==> src/rtl/link_mem_bridge_pkg.sv <==
// Shared types and constants for the CPU-link target bridge.
package link_pkg;

    localparam int unsigned BEAT_W     = 2;
    localparam int unsigned LINK_BEATS = 4;

    typedef enum logic [2:0] {
        IDLE,
        ADDR,
        WAIT,
        RESP,
        DRAIN
    } state_t;

    // Cycles from link_start to the earliest next link_start (no drain).
    function automatic int unsigned frame_len(input int unsigned wait_cyc);
        return 8 + wait_cyc;
    endfunction

endpackage

==> src/rtl/link_mem_bridge_if.sv <==
// Link pins and memory-fabric handshake seen by link_mem_bridge.
interface link_mem_bridge_if;

    logic        link_start;
    logic        link_rw;
    logic [7:0]  link_addr_byte;
    logic [7:0]  link_wdata_byte;
    logic [7:0]  link_rdata_byte;
    logic        link_oe;
    logic        mem_req;
    logic        mem_we;
    logic [31:0] mem_addr;
    logic [31:0] mem_wdata;
    logic        mem_ack;
    logic [31:0] mem_rdata;
    logic        busy;
    logic        err_timeout;
    logic        err_proto;

    // Bridge side.
    modport slave (
        input  link_start, link_rw, link_addr_byte, link_wdata_byte,
        input  mem_ack, mem_rdata,
        output link_rdata_byte, link_oe,
        output mem_req, mem_we, mem_addr, mem_wdata,
        output busy, err_timeout, err_proto
    );

    // CPU-handler and memory side.
    modport master (
        output link_start, link_rw, link_addr_byte, link_wdata_byte,
        output mem_ack, mem_rdata,
        input  link_rdata_byte, link_oe,
        input  mem_req, mem_we, mem_addr, mem_wdata,
        input  busy, err_timeout, err_proto
    );

endinterface

==> src/rtl/link_mem_bridge_shift32.sv <==
// 32-bit register with byte-lane capture and an LSB-first byte serializer.
module link_shift32
    import link_pkg::*;
(
    input  logic              clk,
    input  logic              rst,
    input  logic              cap_en,
    input  logic [BEAT_W-1:0] cap_idx,
    input  logic [7:0]        cap_byte,
    input  logic              load,
    input  logic [31:0]       load_word,
    input  logic              shift,
    output logic [31:0]       word
);

    // Shifting zero-fills, so four shifts leave the register cleared and the
    // serial byte (word[7:0]) returns to 0 on its own.
    always_ff @(posedge clk) begin
        if (rst) begin
            word <= '0;
        end else if (load) begin
            word <= load_word;
        end else if (shift) begin
            word <= {8'h00, word[31:8]};
        end else if (cap_en) begin
            word[{cap_idx, 3'b000} +: 8] <= cap_byte;
        end
    end

endmodule

==> src/rtl/link_mem_bridge.sv <==
// Target-side CPU-link stage: 4-beat frame capture, one 32-bit memory request,
// fixed-window 4-beat read response.
module link_mem_bridge
    import link_pkg::*;
#(
    parameter int unsigned WAIT_CYC     = 2,
    parameter logic [31:0] TIMEOUT_WORD = 32'hFFFF_FFFF
) (
    input  logic              clk,
    input  logic              rst,
    link_mem_bridge_if.slave  bus
);

    localparam int unsigned       WAIT_W    = (WAIT_CYC > 1) ? $clog2(WAIT_CYC) : 1;
    localparam logic [WAIT_W-1:0] WAIT_LAST = WAIT_W'(WAIT_CYC - 1);
    localparam logic [BEAT_W-1:0] BEAT_LAST = BEAT_W'(LINK_BEATS - 1);

    state_t            state;
    logic [BEAT_W-1:0] beat;
    logic [WAIT_W-1:0] wait_cnt;
    logic              mem_req_q;
    logic              mem_we_q;
    logic              link_oe_q;
    logic              busy_q;
    logic              err_timeout_q;
    logic              err_proto_q;
    logic [31:0]       rdata_q;

    logic              start_ok;
    logic              cap_en;
    logic              ack_now;
    logic              deadline;
    logic [31:0]       resp_next;
    logic [31:0]       addr_word;
    logic [31:0]       wdata_word;
    logic [31:0]       resp_word;
    logic              unused_resp_bits;

    assign start_ok = bus.link_start && (state == IDLE);
    assign cap_en   = start_ok || (state == ADDR);
    assign ack_now  = mem_req_q && bus.mem_ack;
    assign deadline = (state == WAIT) && (wait_cnt == WAIT_LAST);

    // A request still pending at the deadline edge either completes right now
    // or has timed out; an earlier ack left its data in rdata_q.
    always_comb begin
        resp_next = rdata_q;
        if (mem_we_q) begin
            resp_next = '0;
        end else if (mem_req_q) begin
            resp_next = bus.mem_ack ? bus.mem_rdata : TIMEOUT_WORD;
        end
    end

    always_ff @(posedge clk) begin
        if (rst) begin
            state         <= IDLE;
            beat          <= '0;
            wait_cnt      <= '0;
            mem_req_q     <= 1'b0;
            mem_we_q      <= 1'b0;
            link_oe_q     <= 1'b0;
            busy_q        <= 1'b0;
            err_timeout_q <= 1'b0;
            err_proto_q   <= 1'b0;
            rdata_q       <= '0;
        end else begin
            if (bus.link_start && busy_q) begin
                err_proto_q <= 1'b1;
            end
            if (ack_now) begin
                mem_req_q <= 1'b0;
                if (state == WAIT) begin
                    rdata_q <= bus.mem_rdata;
                end
            end

            case (state)
                IDLE: begin
                    if (bus.link_start) begin
                        state    <= ADDR;
                        beat     <= BEAT_W'(1);
                        busy_q   <= 1'b1;
                        mem_we_q <= bus.link_rw;
                    end
                end
                ADDR: begin
                    beat <= beat + 1'b1;
                    if (beat == BEAT_LAST) begin
                        state     <= WAIT;
                        wait_cnt  <= '0;
                        mem_req_q <= 1'b1;
                    end
                end
                WAIT: begin
                    wait_cnt <= wait_cnt + 1'b1;
                    if (deadline) begin
                        state     <= RESP;
                        beat      <= '0;
                        link_oe_q <= !mem_we_q;
                        if (mem_req_q && !bus.mem_ack) begin
                            err_timeout_q <= 1'b1;
                        end
                    end
                end
                RESP: begin
                    beat <= beat + 1'b1;
                    if (beat == BEAT_LAST) begin
                        link_oe_q <= 1'b0;
                        if (mem_req_q && !bus.mem_ack) begin
                            state <= DRAIN;
                        end else begin
                            state  <= IDLE;
                            busy_q <= 1'b0;
                        end
                    end
                end
                DRAIN: begin
                    if (bus.mem_ack) begin
                        state  <= IDLE;
                        busy_q <= 1'b0;
                    end
                end
                default: begin
                    state  <= IDLE;
                    busy_q <= 1'b0;
                end
            endcase
        end
    end

    link_shift32 u_addr_cap (
        .clk       (clk),
        .rst       (rst),
        .cap_en    (cap_en),
        .cap_idx   (beat),
        .cap_byte  (bus.link_addr_byte),
        .load      (1'b0),
        .load_word ('0),
        .shift     (1'b0),
        .word      (addr_word)
    );

    link_shift32 u_wdata_cap (
        .clk       (clk),
        .rst       (rst),
        .cap_en    (cap_en),
        .cap_idx   (beat),
        .cap_byte  (bus.link_wdata_byte),
        .load      (1'b0),
        .load_word ('0),
        .shift     (1'b0),
        .word      (wdata_word)
    );

    link_shift32 u_resp_ser (
        .clk       (clk),
        .rst       (rst),
        .cap_en    (1'b0),
        .cap_idx   ('0),
        .cap_byte  ('0),
        .load      (deadline),
        .load_word (resp_next),
        .shift     (state == RESP),
        .word      (resp_word)
    );

    assign unused_resp_bits = ^resp_word[31:8];

    assign bus.link_rdata_byte = resp_word[7:0];
    assign bus.link_oe         = link_oe_q;
    assign bus.mem_req         = mem_req_q;
    assign bus.mem_we          = mem_we_q;
    assign bus.mem_addr        = addr_word;
    assign bus.mem_wdata       = wdata_word;
    assign bus.busy            = busy_q;
    assign bus.err_timeout     = err_timeout_q;
    assign bus.err_proto       = err_proto_q;

endmodule

==> src/flat_wrapper.sv <==
// flat-port wrapper written by rule: the top's interface ports become plain ports
module link_mem_bridge_flat import link_pkg::*;
#(
    parameter int unsigned WAIT_CYC     = 2,
    parameter logic [31:0] TIMEOUT_WORD = 32'hFFFF_FFFF
)
  (clk, rst, bus_link_start, bus_link_rw, bus_link_addr_byte, bus_link_wdata_byte, bus_mem_ack, bus_mem_rdata, bus_link_rdata_byte, bus_link_oe, bus_mem_req, bus_mem_we, bus_mem_addr, bus_mem_wdata, bus_busy, bus_err_timeout, bus_err_proto);
  link_mem_bridge_if bus_i ();
  input  logic clk;
  input  logic rst;
  input wire logic [$bits(bus_i.link_start)-1:0] bus_link_start;
  input wire logic [$bits(bus_i.link_rw)-1:0] bus_link_rw;
  input wire logic [$bits(bus_i.link_addr_byte)-1:0] bus_link_addr_byte;
  input wire logic [$bits(bus_i.link_wdata_byte)-1:0] bus_link_wdata_byte;
  input wire logic [$bits(bus_i.mem_ack)-1:0] bus_mem_ack;
  input wire logic [$bits(bus_i.mem_rdata)-1:0] bus_mem_rdata;
  output wire logic [$bits(bus_i.link_rdata_byte)-1:0] bus_link_rdata_byte;
  output wire logic [$bits(bus_i.link_oe)-1:0] bus_link_oe;
  output wire logic [$bits(bus_i.mem_req)-1:0] bus_mem_req;
  output wire logic [$bits(bus_i.mem_we)-1:0] bus_mem_we;
  output wire logic [$bits(bus_i.mem_addr)-1:0] bus_mem_addr;
  output wire logic [$bits(bus_i.mem_wdata)-1:0] bus_mem_wdata;
  output wire logic [$bits(bus_i.busy)-1:0] bus_busy;
  output wire logic [$bits(bus_i.err_timeout)-1:0] bus_err_timeout;
  output wire logic [$bits(bus_i.err_proto)-1:0] bus_err_proto;
  assign bus_i.link_start = bus_link_start;
  assign bus_i.link_rw = bus_link_rw;
  assign bus_i.link_addr_byte = bus_link_addr_byte;
  assign bus_i.link_wdata_byte = bus_link_wdata_byte;
  assign bus_i.mem_ack = bus_mem_ack;
  assign bus_i.mem_rdata = bus_mem_rdata;
  assign bus_link_rdata_byte = bus_i.link_rdata_byte;
  assign bus_link_oe = bus_i.link_oe;
  assign bus_mem_req = bus_i.mem_req;
  assign bus_mem_we = bus_i.mem_we;
  assign bus_mem_addr = bus_i.mem_addr;
  assign bus_mem_wdata = bus_i.mem_wdata;
  assign bus_busy = bus_i.busy;
  assign bus_err_timeout = bus_i.err_timeout;
  assign bus_err_proto = bus_i.err_proto;
  link_mem_bridge #(.WAIT_CYC(WAIT_CYC), .TIMEOUT_WORD(TIMEOUT_WORD)) u_core (.clk(clk), .rst(rst), .bus(bus_i));
endmodule
==> config.mk <==
export PLATFORM = sky130hd
export DESIGN_NAME = link_mem_bridge_flat
export DESIGN_NICKNAME = d
export VERILOG_FILES = /design/src/rtl/link_mem_bridge_pkg.sv /design/src/rtl/link_mem_bridge_if.sv /design/src/rtl/link_mem_bridge_shift32.sv /design/src/rtl/link_mem_bridge.sv /design/src/flat_wrapper.sv
export SDC_FILE = /design/constraint.sdc
export NUM_CORES = 1
export LEC_CHECK = 0
export ABC_AREA = 1
export ABC_CLOCK_PERIOD_IN_PS = 2700
export CAP_MARGIN = 15
export CORE_ASPECT_RATIO = 1.75
export CORE_UTILIZATION = 60
export CTS_BUF_LIST = sky130_fd_sc_hd__clkbuf_8
export DETAILED_ROUTE_END_ITERATION = 12
export PLACE_DENSITY = 0.87
export SLEW_MARGIN = 20
export SYNTH_ARGS = -nofsm -noshare
export SYNTH_HDL_FRONTEND = slang
export SYNTH_HIERARCHICAL = 1
export SYNTH_SLANG_ARGS = --single-unit
==> constraint.sdc <==
create_clock -name clk -period 2.7 [get_ports clk]
set_input_delay 0.675 -clock clk [delete_from_list [all_inputs] [get_ports clk]]
set_output_delay 0.675 -clock clk [all_outputs]
set_load 0.02 [all_outputs]
==> summary.txt, run 1 <==
DP Wirelength: 17020 µm
Die X: 93.29 µm
Critical path's top delay family: buffers and inverters
Fmax: 456.6 MHz
Final hold slack: 0.4541 ns
Fraction of the mapped netlist area in compound gates: 20.25%
CTS Buf Count: 17
Sequential fraction of the synthesis area: 32.03%
Least-Margin Pin Slew: 0.5440 ns
Routed vias: 9328
Average size of a mapped cell: 6.277 µm²
Main combinational cell family by area after synthesis: simple AND/OR/NAND/NOR gates
Most common cell after layout, fill and taps aside: nand2_1
Initial DRT Pass Iterations: 11
Via density: 5.261
Gate Count Post-Synth: 1394
Hold WC Path Type: flop to flop
CP arrival: 1.52 ns
Slowest cell delay on critical path: 0.64 ns
1st-iter DRT viols: 613
Root Buffer: clkbuf_8
Fin crit share: 81.12%
Most frequent cells in the layout: nand2_1 (367), a21oi_1 (217), nor2_1 (163)
CP max-delay cell: clkdlybuf4s50_1
Hold Buf Count CTS: 0
Total negative slack: 0 ns
FF-to-FF setup slack: 0.61 ns
Tot Pwr: 6.524 mW
WP buf/inv: 1
Later-pin clock latency in the skew report: 0.46 ns
Clock Path Buffers: 2
FP Rows: 58
Slew Viols, Final: 0
Hold path endpoint: u_core/rdata_q[19]
DRC errors left: 1
Synth Area in XOR/XNOR: 0%
Nature of the critical path startpoint: flop
Antenna-violating nets left: 0
Clk sink count: 140
Die Area: 0.01509 mm²
Number of global-route vias before repair: 8557
HP Start: u_core/rdata_q[19]
CP endpoint kind: primary output
Setup Viol. Count Final: 0
Crit Path Category: flop to primary output
Total GRT Usage: 32.02%
Max_cap viols: 0
Cell Area, Synth: 0.008750 mm²
WL per Instance: 13.31 µm
Post-cts resize count: 0
Final wirelength: 23590 µm
Area delta synth->final: 21.84%
Worst reg2reg endpoint: u_core/u_wdata_cap/word[9]
Initial antenna violation count: 0
Overflow after GRT: 0
First-pass GRT wire length: 38820 µm
H-tree depth: 4
Cells after DPL: 1741
FF+latch count, synth: 140
Fin util: 74.57%
TritonCTS clock tree: yes
Outcome: finished with violations
Chip Height: 161.8 µm
Worst VDD drop: 0.3482 mV
Pin count of the biggest net entering global routing: 36
# port buffers: 130
Post-Synth Simple-Gate Area: 32.70%
# IOs: 131
Cells along the critical path: clkdlybuf4s50_1
Fillers: 1198
Synth cell types: 29
Clock period minus worst slack: 2.190 ns
Layout Nets: 1649
Crit path required time: 2.03 ns
Clock skew: 0.01968 ns
Post-Layout Cell Count: 1773
Pleak: 4.931 nW
Power per Cell Area: 612.0 mW/mm²
Starting Density: 61.20%
Failing checks: design-rule violations
CP max FO: 4
RD Place Congestion: 0.9430
RR Startpoint: u_core/beat[1]
Slew headroom: 63.60%
Hold path depth: 2
Multiplexer share of the synthesized area: 0%
Diode count: 0
Clock Pin Slew Worst Setup and Hold Paths: 0.08 ns
Core Box Area: 0.01430 mm²
R2r worst-path depth: 7
Post CTS Setup Buffer Count: 0
Synth Area in Adders: 2.288%
Share of cells above drive strength 1: 7.533%
RSZ-0062 raised after global routing: false
Synth warnings: 6
Final hold violations: 0
kinds of logic after synthesis:
group                      after synthesis
buffers and inverters                  233
DFF                                    140
other                                    1
and+or+nand+nor                        659
adders and majority gates               16
AOI/OAI and AO/OA                      345
how the worst max path moves through the flow:
stage,slack [ns],end,depth (start not counted),startpoint
6_report,0.51,bus_mem_req,1,u_core/bus.mem_req
5_1_grt,0.45,bus_mem_req,1,u_core/bus.mem_req
4_1_cts,0.48,bus_mem_req,1,u_core/bus.mem_req
3_5_place_dp,0.33,u_core/u_addr_cap/word[4],9,bus_link_start
3_3_place_gp,0.39,u_core/u_wdata_cap/word[2],9,bus_link_start
2_1_floorplan,0.86,u_core/u_wdata_cap/word[14],10,u_core/beat[0]
worst reg2reg max path, delay by kind of cell, from the launching register on:
kind | cells | cell delay, ns
and+or+nand+nor | 4 | 0.91
DFF | 1 | 0.48
adders and majority gates | 1 | 0.38
buffers and inverters | 1 | 0.13
AOI/OAI and AO/OA | 1 | 0.12
flip-flops by register name (all words and copies together) (netlist names):
name                     cells
u_core/beat                  2
u_core/bus.busy              1
u_core/bus.err_proto         1
u_core/bus.err_timeout       1
u_core/bus.link_oe           1
u_core/bus.mem_req           1
u_core/bus.mem_we            1
u_core/rdata_q              32
u_core/state                 3
u_core/u_addr_cap/word      32
u_core/u_resp_ser/word      32
u_core/u_wdata_cap/word     32
u_core/wait_cnt              1
cells in the mapped netlist, drive strengths merged:
cell type	instances	area, µm²
o21ai	102	518.0
a31oi	24	150.1
nand2	381	1480
buf	57	449.2
nand4	1	6.260
clkbuf	23	86.33
clkinv	27	101.4
a21oi	219	1104
nand3	83	432.9
nor2	182	848.3
dfxtp	140	2803
conb	1	3.750
nor3b	3	37.54
inv	126	473.0
or2	9	56.30
ha	16	200.2
final cells by class:
type / instances / area [µm²] / area share (%)
Timing Repair Buffer: 145 / 1446 / 13.57
Sequential cell: 140 / 2803 / 26.29
Clock buffer: 19 / 261.5 / 2.453
Tap cell: 180 / 225.2 / 2.113
Multi-Input combinational cell: 1123 / 5220 / 48.97
Inverter: 153 / 574.3 / 5.387
Clock inverter: 13 / 130.1 / 1.221
routing by layer:
metal	share of wire, %	up-vias	GRT usage, %	wire length, µm
met5	0	-	0	0
met4	5.5	0	19.86	1308
met3	5.2	88	5.197	1233
met2	52	370	58.79	12370
met1	37	4123	33.15	8684
li1	-	4747	-	-
through the flow:
step                      setup WS (ns)  area, µm²
final                            0.5097      10660
after global routing             0.4495      10660
after CTS                        0.4849      10660
after detailed placement         0.3296      10270
after global placement           0.3936      10270
after floorplan                  0.8582       9133
report_power, final:
group	switching, mW	internal [mW]
Sequential	0.155	2.23
Combinational	1.61	0.829
Clock	0.901	0.797
Note: power is estimated with default switching activity, not from simulation.
==> run 2: changes to the inputs <==
--- a/config.mk
+++ b/config.mk
@@ -6,13 +6,13 @@
 export NUM_CORES = 1
 export LEC_CHECK = 0
 export ABC_AREA = 1
-export ABC_CLOCK_PERIOD_IN_PS = 2700
+export ABC_CLOCK_PERIOD_IN_PS = 1840
 export CAP_MARGIN = 15
 export CORE_ASPECT_RATIO = 1.75
-export CORE_UTILIZATION = 60
+export CORE_UTILIZATION = 51
 export CTS_BUF_LIST = sky130_fd_sc_hd__clkbuf_8
 export DETAILED_ROUTE_END_ITERATION = 12
-export PLACE_DENSITY = 0.87
+export PLACE_DENSITY = 0.79
 export SLEW_MARGIN = 20
 export SYNTH_ARGS = -nofsm -noshare
 export SYNTH_HDL_FRONTEND = slang
==> constraint.sdc (replaced) <==
create_clock -name clk -period 1.84 [get_ports clk]
set_input_delay 0.46 -clock clk [delete_from_list [all_inputs] [get_ports clk]]
set_output_delay 0.46 -clock clk [all_outputs]
set_load 0.02 [all_outputs]
==> summary.txt, run 2 (synthesis results as in run 1) <==
Slowest cell delay on critical path: 0.46 ns (was 0.64 ns)
Pleak: 5.345 nW (was 4.931 nW)
# port buffers: 130 (unchanged)
Design Area, Final: 0.01086 mm² (was 0.01066 mm²)
Power per Cell Area: 899.0 mW/mm² (was 612.0 mW/mm²)
Share of cells above drive strength 1: 8.973% (was 7.533%)
Starting Density: 51.87% (was 61.20%)
Cells after DPL: 1811 (was 1741)
Crit path to: bus_mem_req (unchanged)
Number of global-route vias before repair: 8873 (was 8557)
DP Worst Slack: -0.2555 ns (was 0.3296 ns)
Fmax: 571.4 MHz
Fin crit share: 95.12%
Routed vias: 9363 (was 9328)
Antenna-violating nets left: 0 (unchanged)
FP Rows: 63 (was 58)
R2r worst-path depth: 7 (unchanged)
Placed cell area: 0.01053 mm² (was 0.01027 mm²)
Slew Viols, Final: 0 (unchanged)
CP max FO: 4 (unchanged)
Fillers: 1688 (was 1198)
Via density: 5.080 (was 5.261)
CP max-delay cell: dfxtp_1 (was clkdlybuf4s50_1)
Nature of the critical path startpoint: flop (unchanged)
DP Wirelength: 17510 µm (was 17020 µm)
H-tree depth: 4 (unchanged)
CP endpoint kind: primary output (unchanged)
Post-Layout Cell Count: 1843 (was 1773)
RSZ-0062 raised after global routing: false (unchanged)
TritonCTS clock tree: yes (unchanged)
Die Area: 0.01770 mm² (was 0.01509 mm²)
Cells along the critical path: dlygate4sd2_1 (was clkdlybuf4s50_1)
First-pass GRT wire length: 40250 µm (was 38820 µm)
DRC errors left: 0 (was 1)
Worst VDD drop: 0.5046 mV (was 0.3482 mV)
Crit path required time: 1.38 ns (was 2.03 ns)
Most common cell after layout, fill and taps aside: nand2_1 (unchanged)
1st-iter DRT viols: 453 (was 613)
Max_cap viols: 0 (unchanged)
Setup Viol. Count Final: 0 (unchanged)
Initial DRT Pass Iterations: 5 (was 11)
Final wirelength: 24120 µm (was 23590 µm)
Worst reg2reg endpoint: u_core/u_wdata_cap/word[29] (was u_core/u_wdata_cap/word[9])
Area delta synth->final: 24.08% (was 21.84%)
Root Buffer: clkbuf_8 (unchanged)
Clock period minus worst slack: 1.750 ns
Tot Pwr: 9.760 mW (was 6.524 mW)
Crit Path Category: flop to primary output (unchanged)
Critical path's top delay family: flip-flops (was buffers and inverters)
Hold Buf Count CTS: 0 (unchanged)
Core Box Area: 0.01687 mm² (was 0.01430 mm²)
Least-Margin Pin Slew: 0.5226 ns (was 0.5440 ns)
WP buf/inv: 1 (unchanged)
Initial antenna violation count: 0 (unchanged)
# IOs: 131 (unchanged)
Post CTS Setup Buffer Count: 0 (unchanged)
Die X: 101.0 µm (was 93.29 µm)
Multi-input gate area: 0.005230 mm² (was 0.005220 mm²)
RD Place Congestion: 0.8946 (was 0.9430)
Chip Height: 175.3 µm (was 161.8 µm)
Total GRT Usage: 28.44% (was 32.02%)
Clock Path Buffers: 2 (unchanged)
Overflow after GRT: 0 (unchanged)
Outcome: complete, no violations (was finished with violations)
Hold WC Path Type: input port to flop (was flop to flop)
Layout Nets: 1672 (was 1649)
RR Startpoint: u_core/beat[1] (unchanged)
Final hold slack: 0.3572 ns (was 0.4541 ns)
WL per Instance: 13.09 µm (was 13.31 µm)
Most frequent cells in the layout: nand2_1 (366), a21oi_1 (217), nor2_1 (162) (was nand2_1 (367), a21oi_1 (217), nor2_1 (163))
Final hold violations: 0 (unchanged)
Clock skew: 0.01512 ns (was 0.01968 ns)
Storage element area: 0.002804 mm² (was 0.002803 mm²)
Worst Setup SP: u_core/bus.mem_req (unchanged)
Pin count of the biggest net entering global routing: 42 (was 36)
Min setup slack post-route: 0.08980 ns (was 0.5097 ns)
CTS Buf Count: 17 (unchanged)
Clock Pin Slew Worst Setup and Hold Paths: 0.08 ns (about the same)
Slew headroom: 65.01% (was 63.60%)
Later-pin clock latency in the skew report: 0.46 ns (about the same)
Clk sink count: 140 (unchanged)
Diode count: 0 (unchanged)
Levels on crit path: 1 (unchanged)
CP arrival: 1.29 ns (was 1.52 ns)
FF-to-FF setup slack: 0.16 ns (was 0.61 ns)
==> run 2: where the power goes <==
part,switching [mW],internal (mW)
clock network,1.29,1.34
logic,2.43,1.24
registers,0.180,3.28
==> run 2: cell type report <==
class	count	area share, %
timing repair buffer	168	14.28
inverter	153	5.336
sequential	140	25.83
tap	227	2.616
clock buffer	17	2.155
clock inverter	15	1.613
multi-input combinational	1123	48.17
==> run 2: routing by layer <==
| layer | global-route usage [%] | vias up | part of all wire, % |
|---|---|---|---|
| met3 | 3.382 | 89 | 4.2 |
| met2 | 53.48 | 303 | 54 |
| met4 | 18.12 | 0 | 5.1 |
| met5 | 0 | - | 0 |
| met1 | 28.91 | 4195 | 37 |
| li1 | - | 4776 | - |
==> run 2: worst min-delay path by stage <==
stage	startpoint	to	slack (ns)	cells after the start
global route	rst	u_core/u_resp_ser/word[10]	0.36	2
finish	rst	u_core/u_resp_ser/word[9]	0.36	2
detailed placement	u_core/rdata_q[23]	u_core/rdata_q[23]	0.45	2
CTS	rst	u_core/u_resp_ser/word[9]	0.33	2
floorplan	u_core/rdata_q[17]	u_core/rdata_q[17]	0.43	2
global placement	u_core/rdata_q[17]	u_core/rdata_q[17]	0.44	2
==> run 2: stage by stage <==
step / setup TNS [ns] / util [%]
detailed placement: -15.29 / 62.40
floorplan: 0 / -
finish: 0 / 64.36
global route: 0 / 64.36
CTS: 0 / 64.25
global placement: -12.68 / 62.40
==> run 2: repair_timing <==
action                                  in CTS  in global routing
gates resized for setup                     78                  9
endpoints found under the setup margin      78                 82
pin swaps                                    0                  0
==> run 3: changes to the inputs <==
--- a/config.mk
+++ b/config.mk
@@ -9,12 +9,11 @@
 export ABC_CLOCK_PERIOD_IN_PS = 1840
 export CAP_MARGIN = 15
 export CORE_ASPECT_RATIO = 1.75
-export CORE_UTILIZATION = 51
+export CORE_UTILIZATION = 47
 export CTS_BUF_LIST = sky130_fd_sc_hd__clkbuf_8
 export DETAILED_ROUTE_END_ITERATION = 12
-export PLACE_DENSITY = 0.79
+export PLACE_DENSITY = 0.78
 export SLEW_MARGIN = 20
 export SYNTH_ARGS = -nofsm -noshare
 export SYNTH_HDL_FRONTEND = slang
-export SYNTH_HIERARCHICAL = 1
 export SYNTH_SLANG_ARGS = --single-unit
==> summary.txt, run 3 <==
# IOs: 131 (unchanged)
Root Buffer: clkbuf_8 (unchanged)
WP buf/inv: 3 (was 1)
Fin crit share: 94.13% (was 95.12%)
CP arrival: 2.12 ns (was 1.29 ns)
Pleak: 3.581 nW (was 5.345 nW)
Initial antenna violation count: 0 (unchanged)
Most area-hungry cell type in the Yosys netlist: dfxtp_1 (unchanged)
Top cells by area in the synthesized netlist: dfxtp_1 (47%), o21ai_0 (11%), a21oi_1 (10%), nor2_1 (7.0%), nand2_1 (5.1%) (was dfxtp_1 (32%), nand2_1 (16%), a21oi_1 (12%), nor2_1 (7.0%), nand3_1 (4.6%))
EDFF count, synth: 0 (unchanged)
Antenna-violating nets left: 0 (unchanged)
Chip Height: 151.5 µm (was 175.3 µm)
TritonCTS clock tree: yes (unchanged)
Die X: 87.41 µm (was 101.0 µm)
Clk sink count: 140 (unchanged)
Hold Buf Count CTS: 0 (unchanged)
HP Start: u_core.rdata_q[24] (was rst)
DP Wirelength: 12570 µm (was 17510 µm)
CP max-delay cell: dfxtp_1 (unchanged)
Slowest cell delay on critical path: 0.34 ns (was 0.46 ns)
Tot Pwr: 10.11 mW (was 9.760 mW)
Final hold slack: 0.4513 ns (was 0.3572 ns)
Slew Viols, Final: 0 (unchanged)
Crit Path Category: flop to flop (was flop to primary output)
Top-count cell post-synth: dfxtp_1 (was nand2_1)
DP Worst Slack: -0.1443 ns (was -0.2555 ns)
Worst reg2reg endpoint: u_core.u_wdata_cap.word[26] (was u_core/u_wdata_cap/word[29])
Sequential fraction of the synthesis area: 46.72% (was 32.03%)
Share of cells above drive strength 1: 9.688% (was 8.973%)
Area delta synth->final: 32.72% (was 24.08%)
CTS Buf Count: 17 (unchanged)
WL per Instance: 15.33 µm (was 13.09 µm)
DRC errors left: 0 (unchanged)
Most frequent cells in the layout: dfxtp_1 (139), o21ai_0 (132), a21oi_1 (122) (was nand2_1 (366), a21oi_1 (217), nor2_1 (162))
RR Startpoint: u_core.beat[1] (was u_core/beat[1])
First-pass GRT wire length: 27080 µm (was 40250 µm)
Routed vias: 5906 (was 9363)
Synth cell types: 28 (was 29)
FF+latch count, synth: 140 (unchanged)
Worst VDD drop: 0.8666 mV (was 0.5046 mV)
Via density: 5.236 (was 5.080)
Number of global-route vias before repair: 5632 (was 8873)
Slew headroom: 69.90% (was 65.01%)
Hold path endpoint: u_core.rdata_q[24] (was u_core/u_resp_ser/word[9])
Cells after DPL: 1096 (was 1811)
Starting Density: 48.26% (was 51.87%)
Share of the synthesized area in the top cell type: 46.72% (was 32.03%)
Final wirelength: 17290 µm (was 24120 µm)
Clock period minus worst slack: 1.732 ns (was 1.750 ns)
Synth warnings: 0 (was 6)
1st-iter DRT viols: 279 (was 453)
Hold path depth: 2 (unchanged)
FP Rows: 54 (was 63)
# port buffers: 130 (unchanged)
Clock skew: 0.01427 ns (was 0.01512 ns)
Least-Margin Pin Slew: 0.4515 ns (was 0.5226 ns)
FF-to-FF setup slack: 0.11 ns (was 0.16 ns)
CP max FO: 12 (was 4)
CP endpoint kind: flop (was primary output)
Initial DRT Pass Iterations: 5 (unchanged)
Ys flop type: dfxtp_1 (unchanged)
Async set-reset flop share out of synthesis: 0% (unchanged)
Overflow after GRT: 0 (unchanged)
Later-pin clock latency in the skew report: 0.45 ns (was 0.46 ns)
RD Place Congestion: 0.9193 (was 0.8946)
Final hold violations: 0 (unchanged)
Min setup slack post-route: 0.1080 ns (was 0.08980 ns)
Post-Layout Cell Count: 1128 (was 1843)
R2r worst-path depth: 8 (was 7)
Total GRT Usage: 26.99% (was 28.44%)
Pin count of the biggest net entering global routing: 63 (was 42)
Diode count: 0 (unchanged)
Critical path's top delay family: simple AND/OR/NAND/NOR gates (was flip-flops)
Fin util: 64.05% (was 64.36%)
Fmax: 577.4 MHz (was 571.4 MHz)
Hold WC Path Type: flop to flop (was input port to flop)
Clock Path Buffers: 2 (unchanged)
Cell Area, Synth: 0.006000 mm² (was 0.008750 mm²)
RSZ-0062 raised after global routing: false (unchanged)
Nature of the critical path startpoint: flop (unchanged)
H-tree depth: 4 (unchanged)
Max_cap viols: 0 (unchanged)
Die Area: 0.01324 mm² (was 0.01770 mm²)
Post CTS Setup Buffer Count: 0 (unchanged)
Setup Viol. Count Final: 0 (unchanged)
Levels on crit path: 8 (was 1)
Outcome: complete, no violations (unchanged)
Layout Nets: 1005 (was 1672)
Core Box Area: 0.01243 mm² (was 0.01687 mm²)
Gate Count Post-Synth: 819 (was 1394)
Clock Pin Slew Worst Setup and Hold Paths: 0.09 ns (was 0.08 ns)
Most common cell after layout, fill and taps aside: dfxtp_1 (was nand2_1)
Average size of a mapped cell: 7.325 µm² (was 6.277 µm²)
Post-Syn Nets: 877
Commonest cells post-synth: dfxtp_1 (140), o21ai_0 (132), a21oi_1 (122), nor2_1 (112), nand2_1 (81) (was nand2_1 (367), a21oi_1 (217), nor2_1 (163), dfxtp_1 (140), inv_1 (105))
Power per Cell Area: 1269 mW/mm² (was 899.0 mW/mm²)
Crit path required time: 2.23 ns (was 1.38 ns)
Cells along the critical path: inv_1 -> ha_1 -> inv_1 -> buf_4 -> nand2_1 -> nor3_1 -> nand2_1 -> a21oi_1 (was dlygate4sd2_1)
-- run 3: cell count changes after synthesis, moves of 30 or more --
cell	before	now
o21ai_0	68	132
inv_1	105	75
nor2_1	163	112
nand2_1	367	81
nand3_1	81	34
a21oi_1	217	122
-- run 3: worst max-delay path by stage --
stage                     slack (ns)                     endpoint           start
after floorplan                 0.03  u_core.u_wdata_cap.word[26]  u_core.beat[0]
after global placement         -0.10  u_core.u_wdata_cap.word[15]  bus_link_start
after detailed placement       -0.14  u_core.u_wdata_cap.word[14]  bus_link_start
after CTS                       0.06    u_core.u_addr_cap.word[3]  u_core.beat[1]
after global routing            0.02  u_core.u_wdata_cap.word[26]  u_core.beat[1]
final                           0.11  u_core.u_wdata_cap.word[26]  u_core.beat[1]
-- run 3: kinds of logic (layout without fill, tap and decap cells) --
kind of cell	Yosys count	in the layout	synth area share [%]
simple gates	253	253	17.81
flops	140	140	46.72
compound gates	281	281	24.46
fa+ha+maj	5	5	1.043
buf+inv	140	281	9.969
-- run 3: cell type report --
class | count | area, µm²
Timing Repair Buffer | 170 | 1608
Clock inverter | 14 | 192.7
Fill cell | 1150 | 4469
Inverter | 79 | 296.5
Multi-Input combinational cell | 539 | 2604
Tap cell | 168 | 210.2
Clock buffer | 18 | 247.7
Sequential cell | 140 | 2804
-- run 3: timing repair --
action                                 4_1_cts  5_1_grt
gates resized for setup                     78        5
setup endpoints to repair                   78       29
endpoints found under the hold margin        0        0
-- run 3: worst min-delay path, cell delays in order (launching register included) --
cell and delay [ns]:
dfxtp_1 0.30, inv_1 0.06, a21oi_1 0.05
-- run 3: report_power, final --
group | leakage, nW | switching [mW] | internal (mW) | total, mW
Sequential | 1.14 | 0.348 | 3.55 | 3.90
Combinational | 2.22 | 2.19 | 1.26 | 3.45
Clock | 0.221 | 1.24 | 1.52 | 2.76
-- run 3: stage by stage --
| step | cell area (µm²) | TNS (ns) |
|---|---|---|
| global route | 7963 | 0 |
| finish | 7963 | 0 |
| global placement | 7610 | -2.057 |
| detailed placement | 7610 | -4.174 |
| CTS | 7953 | 0 |
| floorplan | 6001 | 0 |
-- run 3: layer usage --
layer | routed length (µm) | global-route usage (%) | up-vias | share of wire (%)
met5 | 0 | 0 | - | 0
met4 | 863 | 16.15 | 0 | 5.0
met3 | 787 | 5.363 | 48 | 4.6
met2 | 9404 | 51.72 | 200 | 54
met1 | 6234 | 25.76 | 2701 | 36
li1 | - | - | 2957 | -
